<file path="src/rtl/operand_scoreboard_if.sv">
// operand_scoreboard_if
//   Bundles the ID-stage request, EX back-pressure, WB commit, flush and the
//   scoreboard's decision/status outputs.
//   master : drives the decoded instruction, ex_busy, WB commit and flush
//   slave  : the scoreboard; returns id_stall, id_issue, inflight, stall_cycles
interface operand_scoreboard_if #(
  parameter int CNT_W = 3
);
  logic             id_valid;
  logic             id_rs_read;
  logic             id_rt_read;
  logic [4:0]       id_rs_addr;
  logic [4:0]       id_rt_addr;
  logic             id_wb_en;
  logic [4:0]       id_wb_addr;
  logic             ex_busy;
  logic             wb_en;
  logic [4:0]       wb_addr;
  logic             flush;
  logic             id_stall;
  logic             id_issue;
  logic [CNT_W-1:0] inflight;
  logic [31:0]      stall_cycles;

  modport master (
    output id_valid, id_rs_read, id_rt_read, id_rs_addr, id_rt_addr,
           id_wb_en, id_wb_addr, ex_busy, wb_en, wb_addr, flush,
    input  id_stall, id_issue, inflight, stall_cycles
  );

  modport slave (
    input  id_valid, id_rs_read, id_rt_read, id_rs_addr, id_rt_addr,
           id_wb_en, id_wb_addr, ex_busy, wb_en, wb_addr, flush,
    output id_stall, id_issue, inflight, stall_cycles
  );
endinterface

</file>
<file path="src/rtl/operand_scoreboard.sv">
// operand_scoreboard
//   Register-dependency scoreboard and issue controller for the ID stage.
//   Keeps a pending-write counter per GPR (r0 never pends), a total in-flight
//   counter capped at MAX_INFLIGHT, and a saturating stall-cycle counter.
//   Stall/issue are combinational from current state and inputs.
//   Ports:
//     clk, rst : clock, asynchronous active-high reset
//     sb       : operand_scoreboard_if.slave (ID request, ex_busy, WB commit,
//                flush in; id_stall, id_issue, inflight, stall_cycles out)
//   Parameters: MAX_INFLIGHT in 1..7, CNT_W with 2**CNT_W > MAX_INFLIGHT.
module operand_scoreboard #(
  parameter int MAX_INFLIGHT = 3,
  parameter int CNT_W        = 3
) (
  input  logic                  clk,
  input  logic                  rst,
  operand_scoreboard_if.slave   sb
);

  // Entry 0 is held at zero so r0 reads as always ready.
  logic [CNT_W-1:0] pend_q [32];
  logic [CNT_W-1:0] pend_d [32];
  logic [CNT_W-1:0] inflight_q, inflight_d;
  logic [31:0]      stall_q, stall_d;

  logic rs_ok, rt_ok, hazard, full;
  logic wr_req, inc, dec;
  logic stall, issue;

  // A source pending exactly once whose write commits this cycle is ready:
  // the register file write and the operand read happen in the same cycle.
  always_comb begin
    rs_ok = !sb.id_rs_read || (sb.id_rs_addr == 5'd0) ||
            (pend_q[sb.id_rs_addr] == '0) ||
            ((pend_q[sb.id_rs_addr] == CNT_W'(1)) && sb.wb_en &&
             (sb.wb_addr == sb.id_rs_addr));
    rt_ok = !sb.id_rt_read || (sb.id_rt_addr == 5'd0) ||
            (pend_q[sb.id_rt_addr] == '0) ||
            ((pend_q[sb.id_rt_addr] == CNT_W'(1)) && sb.wb_en &&
             (sb.wb_addr == sb.id_rt_addr));
    hazard = !rs_ok || !rt_ok;
    wr_req = sb.id_wb_en && (sb.id_wb_addr != 5'd0);
    dec    = sb.wb_en && (sb.wb_addr != 5'd0);
    // A commit in the same cycle frees a slot, so a write may still issue.
    full   = (inflight_q == CNT_W'(MAX_INFLIGHT)) && wr_req && !dec;
    stall  = sb.id_valid && (hazard || sb.ex_busy || full) && !sb.flush;
    issue  = sb.id_valid && !stall && !sb.flush;
    inc    = issue && wr_req;
  end

  // Next state. Flush wipes everything younger than WB, including the
  // bookkeeping for this cycle's commit.
  always_comb begin
    for (int r = 0; r < 32; r++) begin
      pend_d[r] = pend_q[r];
      if (r == 0 || sb.flush) begin
        pend_d[r] = '0;
      end else begin
        if (inc && (sb.id_wb_addr == 5'(r)) &&
            !(dec && (sb.wb_addr == 5'(r)))) begin
          pend_d[r] = pend_q[r] + CNT_W'(1);
        end else if (dec && (sb.wb_addr == 5'(r)) &&
                     !(inc && (sb.id_wb_addr == 5'(r))) &&
                     (pend_q[r] != '0)) begin
          pend_d[r] = pend_q[r] - CNT_W'(1);
        end
      end
    end

    inflight_d = inflight_q;
    if (sb.flush) begin
      inflight_d = '0;
    end else if (inc && !dec) begin
      inflight_d = inflight_q + CNT_W'(1);
    end else if (dec && !inc && (inflight_q != '0)) begin
      inflight_d = inflight_q - CNT_W'(1);
    end

    stall_d = stall_q;
    if (stall && (stall_q != 32'hFFFF_FFFF)) begin
      stall_d = stall_q + 32'd1;
    end
  end

  always_ff @(posedge clk or posedge rst) begin
    if (rst) begin
      for (int r = 0; r < 32; r++) begin
        pend_q[r] <= '0;
      end
      inflight_q <= '0;
      stall_q    <= '0;
    end else begin
      pend_q     <= pend_d;
      inflight_q <= inflight_d;
      stall_q    <= stall_d;
    end
  end

  assign sb.id_stall     = stall;
  assign sb.id_issue     = issue;
  assign sb.inflight     = inflight_q;
  assign sb.stall_cycles = stall_q;

  // A commit for a register with nothing pending means WB and ID disagree.
  a_no_underflow: assert property (@(posedge clk) disable iff (rst)
    !(dec && !sb.flush && (pend_q[sb.wb_addr] == '0)));

endmodule

</file>
<file path="src/flat_wrapper.sv">
// flat-port wrapper written by rule: the top's interface ports become plain ports
module operand_scoreboard_flat 
#(
  parameter int MAX_INFLIGHT = 3,
  parameter int CNT_W        = 3
)
  (clk, rst, sb_id_valid, sb_id_rs_read, sb_id_rt_read, sb_id_rs_addr, sb_id_rt_addr, sb_id_wb_en, sb_id_wb_addr, sb_ex_busy, sb_wb_en, sb_wb_addr, sb_flush, sb_id_stall, sb_id_issue, sb_inflight, sb_stall_cycles);
  operand_scoreboard_if #(.CNT_W(CNT_W)) sb_i ();
  input  logic clk;
  input  logic rst;
  input wire logic [$bits(sb_i.id_valid)-1:0] sb_id_valid;
  input wire logic [$bits(sb_i.id_rs_read)-1:0] sb_id_rs_read;
  input wire logic [$bits(sb_i.id_rt_read)-1:0] sb_id_rt_read;
  input wire logic [$bits(sb_i.id_rs_addr)-1:0] sb_id_rs_addr;
  input wire logic [$bits(sb_i.id_rt_addr)-1:0] sb_id_rt_addr;
  input wire logic [$bits(sb_i.id_wb_en)-1:0] sb_id_wb_en;
  input wire logic [$bits(sb_i.id_wb_addr)-1:0] sb_id_wb_addr;
  input wire logic [$bits(sb_i.ex_busy)-1:0] sb_ex_busy;
  input wire logic [$bits(sb_i.wb_en)-1:0] sb_wb_en;
  input wire logic [$bits(sb_i.wb_addr)-1:0] sb_wb_addr;
  input wire logic [$bits(sb_i.flush)-1:0] sb_flush;
  output wire logic [$bits(sb_i.id_stall)-1:0] sb_id_stall;
  output wire logic [$bits(sb_i.id_issue)-1:0] sb_id_issue;
  output wire logic [$bits(sb_i.inflight)-1:0] sb_inflight;
  output wire logic [$bits(sb_i.stall_cycles)-1:0] sb_stall_cycles;
  assign sb_i.id_valid = sb_id_valid;
  assign sb_i.id_rs_read = sb_id_rs_read;
  assign sb_i.id_rt_read = sb_id_rt_read;
  assign sb_i.id_rs_addr = sb_id_rs_addr;
  assign sb_i.id_rt_addr = sb_id_rt_addr;
  assign sb_i.id_wb_en = sb_id_wb_en;
  assign sb_i.id_wb_addr = sb_id_wb_addr;
  assign sb_i.ex_busy = sb_ex_busy;
  assign sb_i.wb_en = sb_wb_en;
  assign sb_i.wb_addr = sb_wb_addr;
  assign sb_i.flush = sb_flush;
  assign sb_id_stall = sb_i.id_stall;
  assign sb_id_issue = sb_i.id_issue;
  assign sb_inflight = sb_i.inflight;
  assign sb_stall_cycles = sb_i.stall_cycles;
  operand_scoreboard #(.MAX_INFLIGHT(MAX_INFLIGHT), .CNT_W(CNT_W)) u_core (.clk(clk), .rst(rst), .sb(sb_i));
endmodule
</file>
<file path="config.mk">
export PLATFORM = sky130hd
export DESIGN_NAME = operand_scoreboard_flat
export DESIGN_NICKNAME = d
export VERILOG_FILES = /design/src/rtl/operand_scoreboard_if.sv /design/src/rtl/operand_scoreboard.sv /design/src/flat_wrapper.sv
export SDC_FILE = /design/constraint.sdc
export NUM_CORES = 1
export LEC_CHECK = 0
export CORE_MARGIN = 3
export CORE_UTILIZATION = 33
export DETAILED_ROUTE_END_ITERATION = 12
export REMOVE_ABC_BUFFERS = 1
export SETUP_SLACK_MARGIN = 0.4
export SLEW_MARGIN = 20
export SYNTH_ARGS = -nofsm -noshare
export SYNTH_HDL_FRONTEND = slang
export SYNTH_SLANG_ARGS = --single-unit
</file>
<file path="constraint.sdc">
create_clock -name clk -period 6.7 [get_ports clk]
set_clock_uncertainty 0.2 [all_clocks]
set_input_delay 1.34 -clock clk [delete_from_list [all_inputs] [get_ports clk]]
set_output_delay 1.34 -clock clk [all_outputs]
set_load 0.05 [all_outputs]
</file>
==> results of run 1 <==
==> registers in the layout (all words and copies together), names as in the netlist <==
register                flops
u_core.sb.stall_cycles     32
u_core.pend_q              93
u_core.sb.inflight          3
==> power by group <==
| group | switching (mW) | total [mW] | internal [mW] |
|---|---|---|---|
| registers | 0.0403 | 0.838 | 0.798 |
| logic | 0.296 | 0.432 | 0.136 |
| clock network | 0.434 | 0.956 | 0.522 |
| total | 0.770 | 2.23 | 1.46 |
==> cell families (layout without fill, tap and decap cells) <==
group	after synthesis	count (layout)	synth area share [%]
adders and majority gates	33	33	5.84
xor gates and xnor gates	70	70	5.48
muxes	66	66	8.60
AOI/OAI and AO/OA	308	308	20.6
and+or+nand+nor	542	542	24.7
DFF	128	128	28.6
buffers and inverters	168	232	6.13
==> cell usage after synthesis, drive strengths merged, types with 17 or more instances <==
| library cell | number |
|---|---|
| or2 | 18 |
| xnor2 | 53 |
| nor2 | 162 |
| clkbuf | 39 |
| buf | 28 |
| o21ai | 35 |
| o2111ai | 34 |
| fa | 32 |
| nor3 | 65 |
| dfrtp | 128 |
| nor4 | 32 |
| o211ai | 24 |
| xor2 | 17 |
| nand3 | 59 |
| nand4 | 25 |
| mux4 | 23 |
| inv | 99 |
| a211oi | 32 |
| a21oi | 48 |
| nand2 | 90 |
| mux2i | 32 |
==> cell type report <==
cell class,instances,share of cell area [%]
Clock buffer,17,3.28
Inverter,101,2.97
Tap cell,442,4.27
Clock inverter,15,1.16
Timing Repair Buffer,99,7.13
Sequential cell,128,24.7
Multi-Input combinational cell,1019,56.5
==> routing by layer <==
| layer | vias up | global-route usage (%) | routed length [um] |
|---|---|---|---|
| met1 | 5300 | 27.7 | 15900 |
| met4 | 0 | 10.2 | 1690 |
| li1 | 4976 | - | - |
| met3 | 109 | 2.99 | 2340 |
| met2 | 408 | 33.3 | 17500 |
| met5 | - | 0 | 0 |
==> path summary, 6_finish.rpt <==
path                                            start                         end  slack, ns
max                                     sb_wb_addr[0]                 sb_id_issue       0.68
min                        u_core.sb.stall_cycles[23]  u_core.sb.stall_cycles[23]       0.29
max reg2reg                         u_core.pend_q[69]           u_core.pend_q[68]       2.32
min reg2reg                u_core.sb.stall_cycles[23]  u_core.sb.stall_cycles[23]       0.29
max in group asynchronous                         rst            u_core.pend_q[4]       3.81
min in group asynchronous                         rst  u_core.sb.stall_cycles[10]       1.22
==> worst register-to-register path, stage by stage (launching register included) <==
cell and delay (ns):
dfrtp_1 0.49, mux4_2 0.49, mux2i_1 0.18, a31oi_1 0.07
or4_4 0.52, a21oi_4 0.14, buf_4 0.35, o2111ai_1 0.38
or3_1 0.50, inv_1 0.10, fa_1 0.22, nand2_1 0.07
a2111oi_0 0.36, o21ai_0 0.13, o311ai_1 0.10
==> metrics, run 1 <==
worst rel slew slack=about a third; Reg area=between 0.003 and 0.004 mm2; Mapped Area=0.0112 mm2; Place WS=between 0.5 and 0.6 ns; synth unique cells=87; Yosys Warn Count=0; H-tree Lvls=4; Core Util, Final=between 30% and 40%; P_leak=4.79 nW; WS Path Type=primary input to output pin; post-placement cell count=about 1800; largest net degree at the start of global routing=82; area delta synth->final=15.8%; Final WS setup=between 0.6 and 0.7 ns; worst vdd ir=around 0.14 mV; Initial DRC Count=roughly 1000; count of input and output buffers=65; routed len/inst=20.5 um; Final GP Congestion=between 0.9 and 1; # DRC=0; crit path max fanout=10; number of synthesized flops with an enable pin=0; cts hold-fix bufs=0; final setup vio count=0; actual slew at the worst max-slew pin=0.982 ns; vias in the first global route=10400; largest delay contributor family on the critical path=buffers and inverters; worst skew pair latency=0.45 ns; number of antenna repair diodes=0; unrepaired setup endpoints after global routing=no; max-slew violations=0; vias per cell=5.93; Clock Root Buffer=clkbuf_16; final instance area=approximately 0.013 mm2; top cell type by total area after synthesis=dfrtp_1; FF-to-FF path depth=14; Post-Synthesis Cells=about 1300; CP Depth=10; Final nets=around 1400; slowest stage delay, CP=about 0.69 ns; Post-Layout Cell Count=roughly 1800; Die W=around 190 um; Crit-path slowest cell=clkdlybuf4s50_1; Synth async-reset ratio=100%; Primary FF master, synth=dfrtp_1; Reg clk slew, reported paths=0.08 ns; Hold Vio Cnt, Final=0; minimum clock period=~6.0 ns; synthesized flop and latch total=approximately 130; WP data required=5.16 ns; Initial Util=33.9%; Initial DRT Pass Iterations=5; number of CTS-inserted buffers=17; Cell Rows=66; worst min path class=flip-flop to flip-flop; layout cells sized above 1=10.3%; CP cell instances=clkdlybuf4s50_1, or2_1, o41ai_1, a31oi_1, clkinv_1, o32ai_4, o21ai_1, buf_4, nor2_1, buf_12; setup bufs post-CTS=0; io pins=66; GRT overflow=0; detailed placement HPWL=approximately 27000 um; die height=roughly 190 um; final worst-path cycle share=89.9%; area occupied by multi-input gates=~0.0073 mm2; core box area=0.0329 mm2; hold path depth=1; largest cells by area after synthesis=dfrtp_1, fa_1, nor2_1, mux4_2, xnor2_1; CP Launch Type=primary input; placed cell areas=approximately 0.012 mm2; Peak Freq=around 170 MHz; clk sink count=around 130; gr usage total=20.8%; initial antenna violation count=0; Longest Clk Path Bufs=2; run status=finished, final reports clean; Setup TNS=0 ns; CTS tree=done; Post-Syn Area per Cell=approximately 8.5 um2; first-pass GRT wire length=59300 um; Seq/Total Area, Yosys=28.6%; DIE AREA=between 0.03 and 0.04 mm2; power per cell area=172 mW/mm2; critical path capture point type=output pin; Detailed Route WL=roughly 37000 um; WP data arrival=4.48 ns; overall via count from detail_route=roughly 11000; WHS=0.290 ns; share of the synthesized area in the top cell type=roughly 29%; CP bufs+invs=4; Fillers=between 3000 and 4000; most common cell after layout, fill and taps aside=nor2_1; max-cap check violation count=0; post-route ant nets=0; Post-CTS Resized=0; most frequent cells in the layout=nor2_1, dfrtp_1, inv_1, nand2_1; total power=2.23 mW
Note: power is estimated with default switching activity, not from simulation.
==> inputs of run 2 (changes only) <==
Settings changed: PLACE_DENSITY set to 0.45.
==> metrics, run 2 (synthesis gave the netlist of run 1 again) <==
actual slew at the worst max-slew pin=1.03 ns; detailed placement HPWL=28600 um; Post-CTS Resized=0; slowest stage delay, CP=about 0.6 ns; Cell Rows=between 60 and 70; count of input and output buffers=65; final worst-path cycle share=89.5%; setup bufs post-CTS=0; worst rel slew slack=between 30% and 40%; worst min path class=flip-flop to flip-flop; most frequent cells in the layout=nor2_1, dfrtp_1, inv_1, nand2_1; number of antenna repair diodes=0; reg2reg end=u_core.pend_q[61]; max-cap check violation count=0; WS Path Type=primary input to output pin; reg2reg start=u_core.pend_q[51]; max-slew violations=0; post-route ant nets=0; Crit-path slowest cell=clkdlybuf4s50_1; WP data required=between 5 and 6 ns; unrepaired setup endpoints after global routing=no; largest net degree at the start of global routing=79; Hold Vio Cnt, Final=0; most flop-heavy register=u_core.pend_q; hold path depth=1; DIE AREA=between 0.03 and 0.04 mm2; worst hold start=u_core.pend_q[59]; critical path capture point type=output pin; Post-Layout Cell Count=~1800; Initial DRC Count=approximately 830; die height=approximately 190 um; max FFs per register=between 90 and 100; crit path max fanout=9; worst vdd ir=0.177 mV; routed len/inst=21.8 um; FF-to-FF path depth=12; gr usage total=between 20% and 30%; number of CTS-inserted buffers=17; post-placement cell count=1783; Clock Root Buffer=clkbuf_16; area delta synth->final=15.7%; CP bufs+invs=3; Setup TNS=0 ns; worst reg-to-reg setup slack=between 2 and 2.5 ns; final instance area=0.0129 mm2; vias in the first global route=about 10000; worst skew pair latency=~0.44 ns; overall via count from detail_route=approximately 10000; Detailed Route WL=39500 um; CTS tree=done; Worst Hold Path EP=u_core.pend_q[59]; P_leak=around 4.8 nW; cts hold-fix bufs=0; clk sink count=128; Die W=about 190 um; minimum clock period=6.00 ns; core box area=approximately 0.033 mm2; layout cells sized above 1=just under 10%; largest delay contributor family on the critical path=compound AO/OA/AOI/OAI gates; WHS=0.288 ns; Final nets=1422; power per cell area=roughly 170 mW/mm2; vias per cell=between 5 and 6; initial antenna violation count=1; final setup vio count=0; first-pass GRT wire length=61400 um; Peak Freq=about 170 MHz; Initial Util=between 30% and 40%; GRT overflow=0; Longest Clk Path Bufs=2; WP data arrival=4.46 ns; Final GP Congestion=slightly below 0.9; placed cell areas=between 0.01 and 0.015 mm2; Reg clk slew, reported paths=~0.06 ns; Initial DRT Pass Iterations=5; most common cell after layout, fill and taps aside=nor2_1; # DRC=0; H-tree Lvls=4; CP cell instances=clkdlybuf4s50_1, or2_1, o41ai_1, a31oi_1, nand4_1, o32ai_4, o21ai_1, nand2_1, inv_1, buf_12; io pins=66; CP Launch Type=primary input; run status=finished, final reports clean
## run 2: routing by layer
metal | GRT usage [%] | share of wire, %
met2 | 34.6 | 46
met5 | 0 | 0
met4 | 7.99 | 3.1
met1 | 30.6 | 46
met3 | 4.22 | 5.0
## run 2: through the flow
| step | total power [mW] | utilization (%) | setup WS [ns] |
|---|---|---|---|
| floorplan | 1.08 | - | 0.128 |
| global placement | 1.29 | 37.5 | 0.692 |
| detailed placement | 1.29 | 37.5 | 0.689 |
| CTS | 2.28 | 39.3 | 0.674 |
| global route | 2.34 | 39.3 | 0.541 |
| finish | 2.25 | 39.3 | 0.705 |
## run 2: power breakdown
part           internal [mW]  switching [mW]
registers              0.798          0.0409
logic                  0.134           0.301
clock network          0.595           0.379
## run 2: cell type report
cell class                      count  area, um2
Clock inverter                      9        134
Timing Repair Buffer               93        878
Clock buffer                       23        458
Fill cell                        3323      20000
Multi-Input combinational cell   1019       7330
Sequential cell                   128       3200
Tap cell                          442        553
Inverter                          101        384
## run 2: worst register-to-register path: stages (launching register included)
cell and delay [ns]:
dfrtp_1 0.47, mux4_2 0.49, mux2i_1 0.15, a31oi_1 0.06, or4_4 0.53, a21oi_4 0.31, buf_4 0.27, o2111ai_1 0.31
nor3_1 0.47, fa_1 0.53, nor3_1 0.20, nand2_1 0.07, a31oi_1 0.16
## run 2: worst max path at each step
| stage | from | to | cells after the start |
|---|---|---|---|
| 2_1_floorplan | sb_id_rt_addr[0] | sb_id_issue | 7 |
| 3_3_place_gp | sb_wb_addr[0] | sb_id_stall | 10 |
| 3_5_place_dp | sb_wb_addr[0] | sb_id_stall | 10 |
| 4_1_cts | sb_wb_addr[0] | sb_id_stall | 10 |
| 5_1_grt | sb_wb_addr[1] | sb_id_stall | 10 |
| 6_report | sb_wb_addr[0] | sb_id_stall | 10 |
